<file path="src/rtl/mc_pkg.sv">
// Shared definitions for the multi-cycle control unit: state encoding, opcodes,
// datapath select encodings and ALU operation constants.
package mc_pkg;

  typedef enum logic [3:0] {
    S_FETCH,
    S_DECODE,
    S_EXEC_R,
    S_EXEC_I,
    S_ALU_WB,
    S_MEM_ADDR,
    S_MEM_RD,
    S_MEM_WB,
    S_MEM_WR,
    S_BRANCH,
    S_JAL,
    S_LUI,
    S_TRAP
  } state_t;

  localparam logic [6:0] OP_R      = 7'b0110011;
  localparam logic [6:0] OP_I      = 7'b0010011;
  localparam logic [6:0] OP_LOAD   = 7'b0000011;
  localparam logic [6:0] OP_STORE  = 7'b0100011;
  localparam logic [6:0] OP_BRANCH = 7'b1100011;
  localparam logic [6:0] OP_JAL    = 7'b1101111;
  localparam logic [6:0] OP_LUI    = 7'b0110111;

  localparam logic [2:0] IMM_I = 3'd0;
  localparam logic [2:0] IMM_S = 3'd1;
  localparam logic [2:0] IMM_B = 3'd2;
  localparam logic [2:0] IMM_J = 3'd3;
  localparam logic [2:0] IMM_U = 3'd4;

  localparam logic [1:0] SRCA_PC     = 2'd0;
  localparam logic [1:0] SRCA_RS1    = 2'd1;
  localparam logic [1:0] SRCA_OLD_PC = 2'd2;
  localparam logic [1:0] SRCA_ZERO   = 2'd3;

  localparam logic [1:0] SRCB_RS2  = 2'd0;
  localparam logic [1:0] SRCB_IMM  = 2'd1;
  localparam logic [1:0] SRCB_FOUR = 2'd2;

  localparam logic [1:0] RES_ALU     = 2'd0;
  localparam logic [1:0] RES_MEM     = 2'd1;
  localparam logic [1:0] RES_ALU_REG = 2'd2;

  localparam logic [3:0] ALU_ADD = 4'b0000;
  localparam logic [3:0] ALU_SUB = 4'b1000;

  function automatic logic is_mem_state(input state_t s);
    return (s == S_FETCH) || (s == S_MEM_RD) || (s == S_MEM_WR);
  endfunction

endpackage

</file>
<file path="src/rtl/mc_mem_timer.sv">
// Memory wait-state counter: counts unanswered request cycles and flags a bus
// timeout on the last permitted cycle unless ready arrives in that same cycle.
module mc_mem_timer
  import mc_pkg::*;
#(
  parameter int TIMEOUT_W   = 4,
  parameter int MEM_TIMEOUT = 15
) (
  input  logic clk,
  input  logic rst,
  input  logic start,
  input  logic req,
  input  logic ready,
  output logic expired
);

  logic [TIMEOUT_W-1:0] cnt;

  always_ff @(posedge clk or posedge rst) begin
    if (rst) begin
      cnt <= '0;
    end else if (start) begin
      cnt <= '0;
    end else if (req && !ready) begin
      cnt <= cnt + TIMEOUT_W'(1);
    end
  end

  // cnt holds the number of wait cycles already spent, so this fires on the
  // MEM_TIMEOUT-th consecutive unanswered cycle.
  assign expired = req && !ready && (cnt == TIMEOUT_W'(MEM_TIMEOUT - 1));

endmodule

</file>
<file path="src/rtl/mc_ctrl_fsm.sv">
// Multi-cycle RISC-V control unit with req/ready memory handshake, bus-timeout
// trap and retire counter. Define ILLEGAL_TRAP_EN to trap on unsupported opcodes.
module mc_ctrl_fsm
  import mc_pkg::*;
#(
  parameter int XLEN        = 32,
  parameter int TIMEOUT_W   = 4,
  parameter int MEM_TIMEOUT = 15
) (
  input  logic            clk,
  input  logic            rst,
  input  logic [31:0]     instr,
  input  logic            zero,
  input  logic            mem_ready,
  output logic            mem_req,
  output logic            write_mem,
  output logic            addr_src,
  output logic            ir_write,
  output logic            write_reg,
  output logic            pc_write,
  output logic [1:0]      alu_src_a,
  output logic [1:0]      alu_src_b,
  output logic [3:0]      alu_op,
  output logic [1:0]      result_src,
  output logic [2:0]      imm_type,
  output logic            trap,
  output logic [XLEN-1:0] instret
);

  state_t     state;
  state_t     next_state;
  logic       retire;
  logic       expired;
  logic       start;
  logic       branch_taken;
  logic [6:0] opcode;
  logic [2:0] funct3;
  logic       unused_instr_bits;

  assign opcode            = instr[6:0];
  assign funct3            = instr[14:12];
  assign unused_instr_bits = ^{instr[31], instr[29:15], instr[11:7]};
  assign branch_taken      = ((funct3 == 3'b000) && zero) || ((funct3 == 3'b001) && !zero);
  assign start             = is_mem_state(next_state) && (next_state != state);

  mc_mem_timer #(
    .TIMEOUT_W  (TIMEOUT_W),
    .MEM_TIMEOUT(MEM_TIMEOUT)
  ) u_timer (
    .clk    (clk),
    .rst    (rst),
    .start  (start),
    .req    (mem_req),
    .ready  (mem_ready),
    .expired(expired)
  );

  always_comb begin
    next_state = state;
    retire     = 1'b0;
    unique case (state)
      S_FETCH: begin
        if (mem_ready)    next_state = S_DECODE;
        else if (expired) next_state = S_TRAP;
      end
      S_DECODE: begin
        unique case (opcode)
          OP_R:               next_state = S_EXEC_R;
          OP_I:               next_state = S_EXEC_I;
          OP_LOAD, OP_STORE:  next_state = S_MEM_ADDR;
          OP_BRANCH:          next_state = S_BRANCH;
          OP_JAL:             next_state = S_JAL;
          OP_LUI:             next_state = S_LUI;
`ifdef ILLEGAL_TRAP_EN
          default:            next_state = S_TRAP;
`else
          default:            next_state = S_FETCH;
`endif
        endcase
      end
      S_EXEC_R, S_EXEC_I: next_state = S_ALU_WB;
      S_MEM_ADDR: next_state = (opcode == OP_LOAD) ? S_MEM_RD : S_MEM_WR;
      S_MEM_RD: begin
        if (mem_ready)    next_state = S_MEM_WB;
        else if (expired) next_state = S_TRAP;
      end
      S_MEM_WR: begin
        if (mem_ready) begin
          next_state = S_FETCH;
          retire     = 1'b1;
        end else if (expired) begin
          next_state = S_TRAP;
        end
      end
      S_ALU_WB, S_MEM_WB, S_BRANCH, S_JAL, S_LUI: begin
        next_state = S_FETCH;
        retire     = 1'b1;
      end
      S_TRAP:  next_state = S_TRAP;
      default: next_state = S_FETCH;
    endcase
  end

  always_ff @(posedge clk or posedge rst) begin
    if (rst) begin
      state   <= S_FETCH;
      instret <= '0;
    end else begin
      state <= next_state;
      if (retire) instret <= instret + XLEN'(1);
    end
  end

  // rst gates the decode so the bus request drops immediately, even though
  // the reset state (FETCH) would otherwise request memory.
  always_comb begin
    mem_req    = 1'b0;
    write_mem  = 1'b0;
    addr_src   = 1'b0;
    ir_write   = 1'b0;
    write_reg  = 1'b0;
    pc_write   = 1'b0;
    alu_src_a  = SRCA_PC;
    alu_src_b  = SRCB_RS2;
    alu_op     = ALU_ADD;
    result_src = RES_ALU;
    imm_type   = IMM_I;
    trap       = 1'b0;
    if (!rst) begin
      unique case (state)
        S_FETCH: begin
          mem_req = 1'b1;
          if (mem_ready) begin
            ir_write  = 1'b1;
            pc_write  = 1'b1;
            alu_src_a = SRCA_PC;
            alu_src_b = SRCB_FOUR;
          end
        end
        S_DECODE: begin
          alu_src_a = SRCA_OLD_PC;
          alu_src_b = SRCB_IMM;
          imm_type  = IMM_B;
        end
        S_EXEC_R: begin
          alu_src_a = SRCA_RS1;
          alu_src_b = SRCB_RS2;
          alu_op    = {instr[30], funct3};
        end
        S_EXEC_I: begin
          alu_src_a = SRCA_RS1;
          alu_src_b = SRCB_IMM;
          imm_type  = IMM_I;
          alu_op    = {(funct3 == 3'b101) && instr[30], funct3};
        end
        S_ALU_WB: begin
          write_reg  = 1'b1;
          result_src = RES_ALU_REG;
        end
        S_MEM_ADDR: begin
          alu_src_a = SRCA_RS1;
          alu_src_b = SRCB_IMM;
          imm_type  = (opcode == OP_LOAD) ? IMM_I : IMM_S;
        end
        S_MEM_RD: begin
          mem_req  = 1'b1;
          addr_src = 1'b1;
        end
        S_MEM_WB: begin
          write_reg  = 1'b1;
          result_src = RES_MEM;
        end
        S_MEM_WR: begin
          mem_req   = 1'b1;
          write_mem = 1'b1;
          addr_src  = 1'b1;
        end
        S_BRANCH: begin
          alu_src_a = SRCA_RS1;
          alu_src_b = SRCB_RS2;
          alu_op    = ALU_SUB;
          if (branch_taken) begin
            pc_write   = 1'b1;
            result_src = RES_ALU_REG;
          end
        end
        S_JAL: begin
          write_reg  = 1'b1;
          pc_write   = 1'b1;
          alu_src_a  = SRCA_OLD_PC;
          alu_src_b  = SRCB_FOUR;
          result_src = RES_ALU;
        end
        S_LUI: begin
          write_reg  = 1'b1;
          alu_src_a  = SRCA_ZERO;
          alu_src_b  = SRCB_IMM;
          imm_type   = IMM_U;
          result_src = RES_ALU;
        end
        S_TRAP:  trap = 1'b1;
        default: ;
      endcase
    end
  end

endmodule
</file>
<file path="config.mk">
export PLATFORM = sky130hd
export DESIGN_NAME = mc_ctrl_fsm
export DESIGN_NICKNAME = d
export VERILOG_FILES = /design/src/rtl/mc_pkg.sv /design/src/rtl/mc_mem_timer.sv /design/src/rtl/mc_ctrl_fsm.sv
export SDC_FILE = /design/constraint.sdc
export NUM_CORES = 1
export LEC_CHECK = 0
export CAP_MARGIN = 5
export CORE_MARGIN = 8
export CORE_UTILIZATION = 47
export CTS_CLUSTER_DIAMETER = 40
export DETAILED_ROUTE_END_ITERATION = 10
export GPL_TIMING_DRIVEN = 0
export PLACE_DENSITY = 0.81
export REMOVE_ABC_BUFFERS = 1
export SLEW_MARGIN = 20
export SYNTH_ARGS = -nofsm -noshare
export SYNTH_HDL_FRONTEND = slang
export SYNTH_SLANG_ARGS = --single-unit
</file>
<file path="constraint.sdc">
create_clock -name clk -period 2.62 [get_ports clk]
set_clock_uncertainty 0.15 [all_clocks]
set_input_delay 0.393 -clock clk [delete_from_list [all_inputs] [get_ports clk]]
set_output_delay 0.393 -clock clk [all_outputs]
set_load 0.05 [all_outputs]
</file>
==> flow_metrics.py <==
metrics = {
    "die": {
        "design.core.area_mm2": 0.00554,
        "chipHeight_um": 92.1,
        "die_w_um": 92.1,
        "initial_core_util": 0.492,
        "die_area_mm2": 0.00849,
        "rows": 27,
        "pin_count": 88,
    },
    "grt": {
        "overflow": 0,
        "grt_start_max_net_pins": 35,
        "grt_pass1_wl_um": 11500,
        "use_met3": 0.0285,
        "top_usage_layer": "met2",
        "gr-usage-all-layers": 0.164,
        "antenna_found_initial": 0,
        "gr-usage-met2": 0.279,
        "use_met1": 0.198,
        "grt_pass1_vias": 2351,
    },
    "route": {
        "ant_nets": 0,
        "vias": 2386,
        "drtIter0Drc": 179,
        "drc_errors": 0,
        "detail_route.wl_per_cell_um": 16.3,
        "dr.pass1.iters": 4,
        "wirelength_um": 6800,
        "vias_per_cell": 5.71,
    },
    "place": {
        "place_hpwl_um": 5040,
        "place.gp.congestion": 0.845,
        "io_buffers": 66,
        "placed_cells": 405,
    },
    "sta": {
        "drv_slew": 0,
        "period_share": 0.965,
        "setup_violations": 0,
        "final-hold-violation-count": 0,
        "rsz0062_at_grt": "no",
        "period_minus_slack_ns": 2.53,
        "worst_pin_slew_ns": 0.523,
        "maxSlewHeadroom": 0.647,
        "max_freq_mhz": 395,
    },
    "synth": {
        "synth_warnings": 0,
        "synth_edf_count": 0,
        "syn_avg_cell_area_um2": 9.66,
        "synth_cell_types": 70,
        "ys.flop_type": "dfrtp_1",
        "yosysSeqAreaShare": 0.367,
        "async_flop_share": 1.00,
        "synth_seq_cells": 40,
        "postSynthCellCount": 282,
        "syn_area_mm2": 0.00273,
    },
    "cts": {
        "path_clk_slew_ns": 0.07,
        "clk_latency_ns": 0.29,
        "ctsHoldBuffers": 0,
        "cts_buffers": 5,
        "h-tree-depth": 2,
        "cts_buffer_depth": 2,
        "cts_tree": "done",
        "cts.sinks": 40,
        "root_buffer": "clkbuf_8",
    },
    "critical_path": {
        "critPathSlowestCell": "clkdlybuf4s50_1",
        "cp-start-kind": "input pin",
        "ff2ff_setup_slack_ns": 0.44,
        "reg2regPathDepth": 5,
        "cp_top_family": "buffers and inverters",
        "worstPathRequired_ns": 2.08,
        "r2r_start": "state[1]",
        "path_cells": "clkdlybuf4s50_1 > or3_1 > o211a_1 > and2_2 > buf_2",
        "crit_type": "input pin to output port",
        "worstPathMaxFanout": 8,
        "r2r_end": "instret[31]",
        "arrival_ns": 1.99,
        "cp-end-kind": "output port",
        "cp_slowest_stage_delay_ns": 0.51,
        "crit_buf_inv": 2,
    },
    "power_and_ir_drop": {
        "pwr-share-clk": 0.288,
        "power_mw": 1.45,
        "p_seq_frac": 0.475,
        "power.leakage_nw": 1.58,
        "powerDensity_mw_per_mm2": 415,
        "p_sw_mw": 0.467,
        "comb_power_share": 0.238,
        "intPower_mw": 0.986,
        "swShare": 0.322,
        "peakVddDrop_v": 0.000666,
    },
    "cells_and_area": {
        "layout.nets": 384,
        "fin_cells": 418,
        "layout-drive-gt1-share": 0.168,
        "diodes": 0,
        "fillers": 487,
        "area_delta_synth_final_pct": 28.7,
        "finish.utilization": 0.633,
    },
    "hold_path": {
        "holdCritPathClass": "input pin to async pin",
    },
    "outcome": {
        "status": "finished clean",
    },
    "job": {
        "drv_cap": 0,
    },
}
[worst max path at each step]
stage | from | end | slack [ns] | cells after the start
detailed placement | rst | imm_type[2] | -0.72 | 6
CTS | state[3] | alu_src_a[0] | 0.02 | 5
finish | instr[2] | imm_type[0] | 0.09 | 5
global placement | rst | imm_type[2] | -1.55 | 5
global route | state[1] | alu_op[2] | 0.004 | 3
floorplan | rst | imm_type[2] | -0.50 | 3
[kinds of logic after synthesis]
group,after synthesis,share of synthesized area
xor gates and xnor gates,35,0.115
and+or+nand+nor,137,0.313
DFF,40,0.367
AOI/OAI and AO/OA,41,0.133
muxes,2,0.00781
adders and majority gates,3,0.0138
buffers and inverters,24,0.0500
[cell usage after synthesis (4+ instances only)]
cell	count	share of area
or3_1	4	0.0092
and3_1	12	0.028
nand2b_1	4	0.0092
xor2_1	19	0.061
nand4_1	10	0.023
nor3_1	14	0.026
a21oi_1	11	0.020
inv_1	7	0.0096
nand3_1	13	0.024
buf_2	4	0.0073
buf_6	4	0.017
nand2_1	24	0.033
and4_1	5	0.016
nor2_1	16	0.022
xnor2_1	15	0.048
nor3_2	4	0.015
dfrtp_1	40	0.37
[sequential cells by signal, summed over array words and instances (netlist names)]
signal and cells:
u_timer.cnt 4, state 4, instret 32
[placed cells by master (no fill, tap or decap), types with 4 or more instances in the layout]
| cell type | instances |
|---|---|
| nand3_1 | 13 |
| and4_1 | 5 |
| clkdlybuf4s50_1 | 45 |
| buf_4 | 4 |
| nor3_2 | 4 |
| nand2b_1 | 4 |
| nor3_1 | 14 |
| inv_1 | 6 |
| xor2_1 | 19 |
| a21oi_1 | 11 |
| dlygate4sd2_1 | 9 |
| clkbuf_8 | 6 |
| xnor2_1 | 15 |
| nand4_1 | 10 |
| or3_1 | 4 |
| nor2_1 | 16 |
| buf_2 | 4 |
| nand2_1 | 24 |
| dfrtp_1 | 36 |
| and3_1 | 12 |
[timing repair]
action,CTS,global route
pin swaps,0,1
buffers inserted,0,5
gates cloned,0,0
gates resized for setup,46,15
hold endpoints to repair,0,0
setup endpoints to repair,20,22
[metrics by stage]
| stage | cell area, um2 | hold slack, ns | worst slack, ns | setup TNS (ns) |
|---|---|---|---|---|
| 2_1_floorplan | 2620 | 0.405 | -0.499 | -0.964 |
| 3_3_place_gp | 3370 | 0.308 | -1.55 | -16.08 |
| 3_5_place_dp | 3390 | 0.332 | -0.718 | -6.32 |
| 4_1_cts | 3480 | 0.195 | 0.0210 | 0 |
| 5_1_grt | 3510 | 0.215 | 0.00408 | 0 |
| 6_report | 3510 | 0.199 | 0.0909 | 0 |
[power groups by stage]
| stage | combinational (mW) | clock (mW) | sequential [mW] |
|---|---|---|---|
| after floorplan | 0.151 | 0 | 0.765 |
| after global placement | 0.341 | 0 | 0.699 |
| after detailed placement | 0.349 | 0 | 0.701 |
| after CTS | 0.346 | 0.431 | 0.690 |
| after global routing | 0.376 | 0.465 | 0.696 |
| final | 0.346 | 0.418 | 0.690 |
[final cells by class]
class	count	area (um2)	area share
Multi-Input combinational cell	218	1590	0.454
Sequential cell	40	1010	0.288
Timing Repair Buffer	72	688	0.196
Tap cell	72	90.1	0.0257
Clock buffer	7	86.3	0.0246
Inverter	8	32.5	0.00928
Clock inverter	1	7.51	0.00214
[routing by layer]
metal	part of all wire	wire (um)
met4	0.014	97
met1	0.42	2870
met2	0.51	3490
met3	0.050	339
met5	0	0
Note: power is estimated with default switching activity, not from simulation.
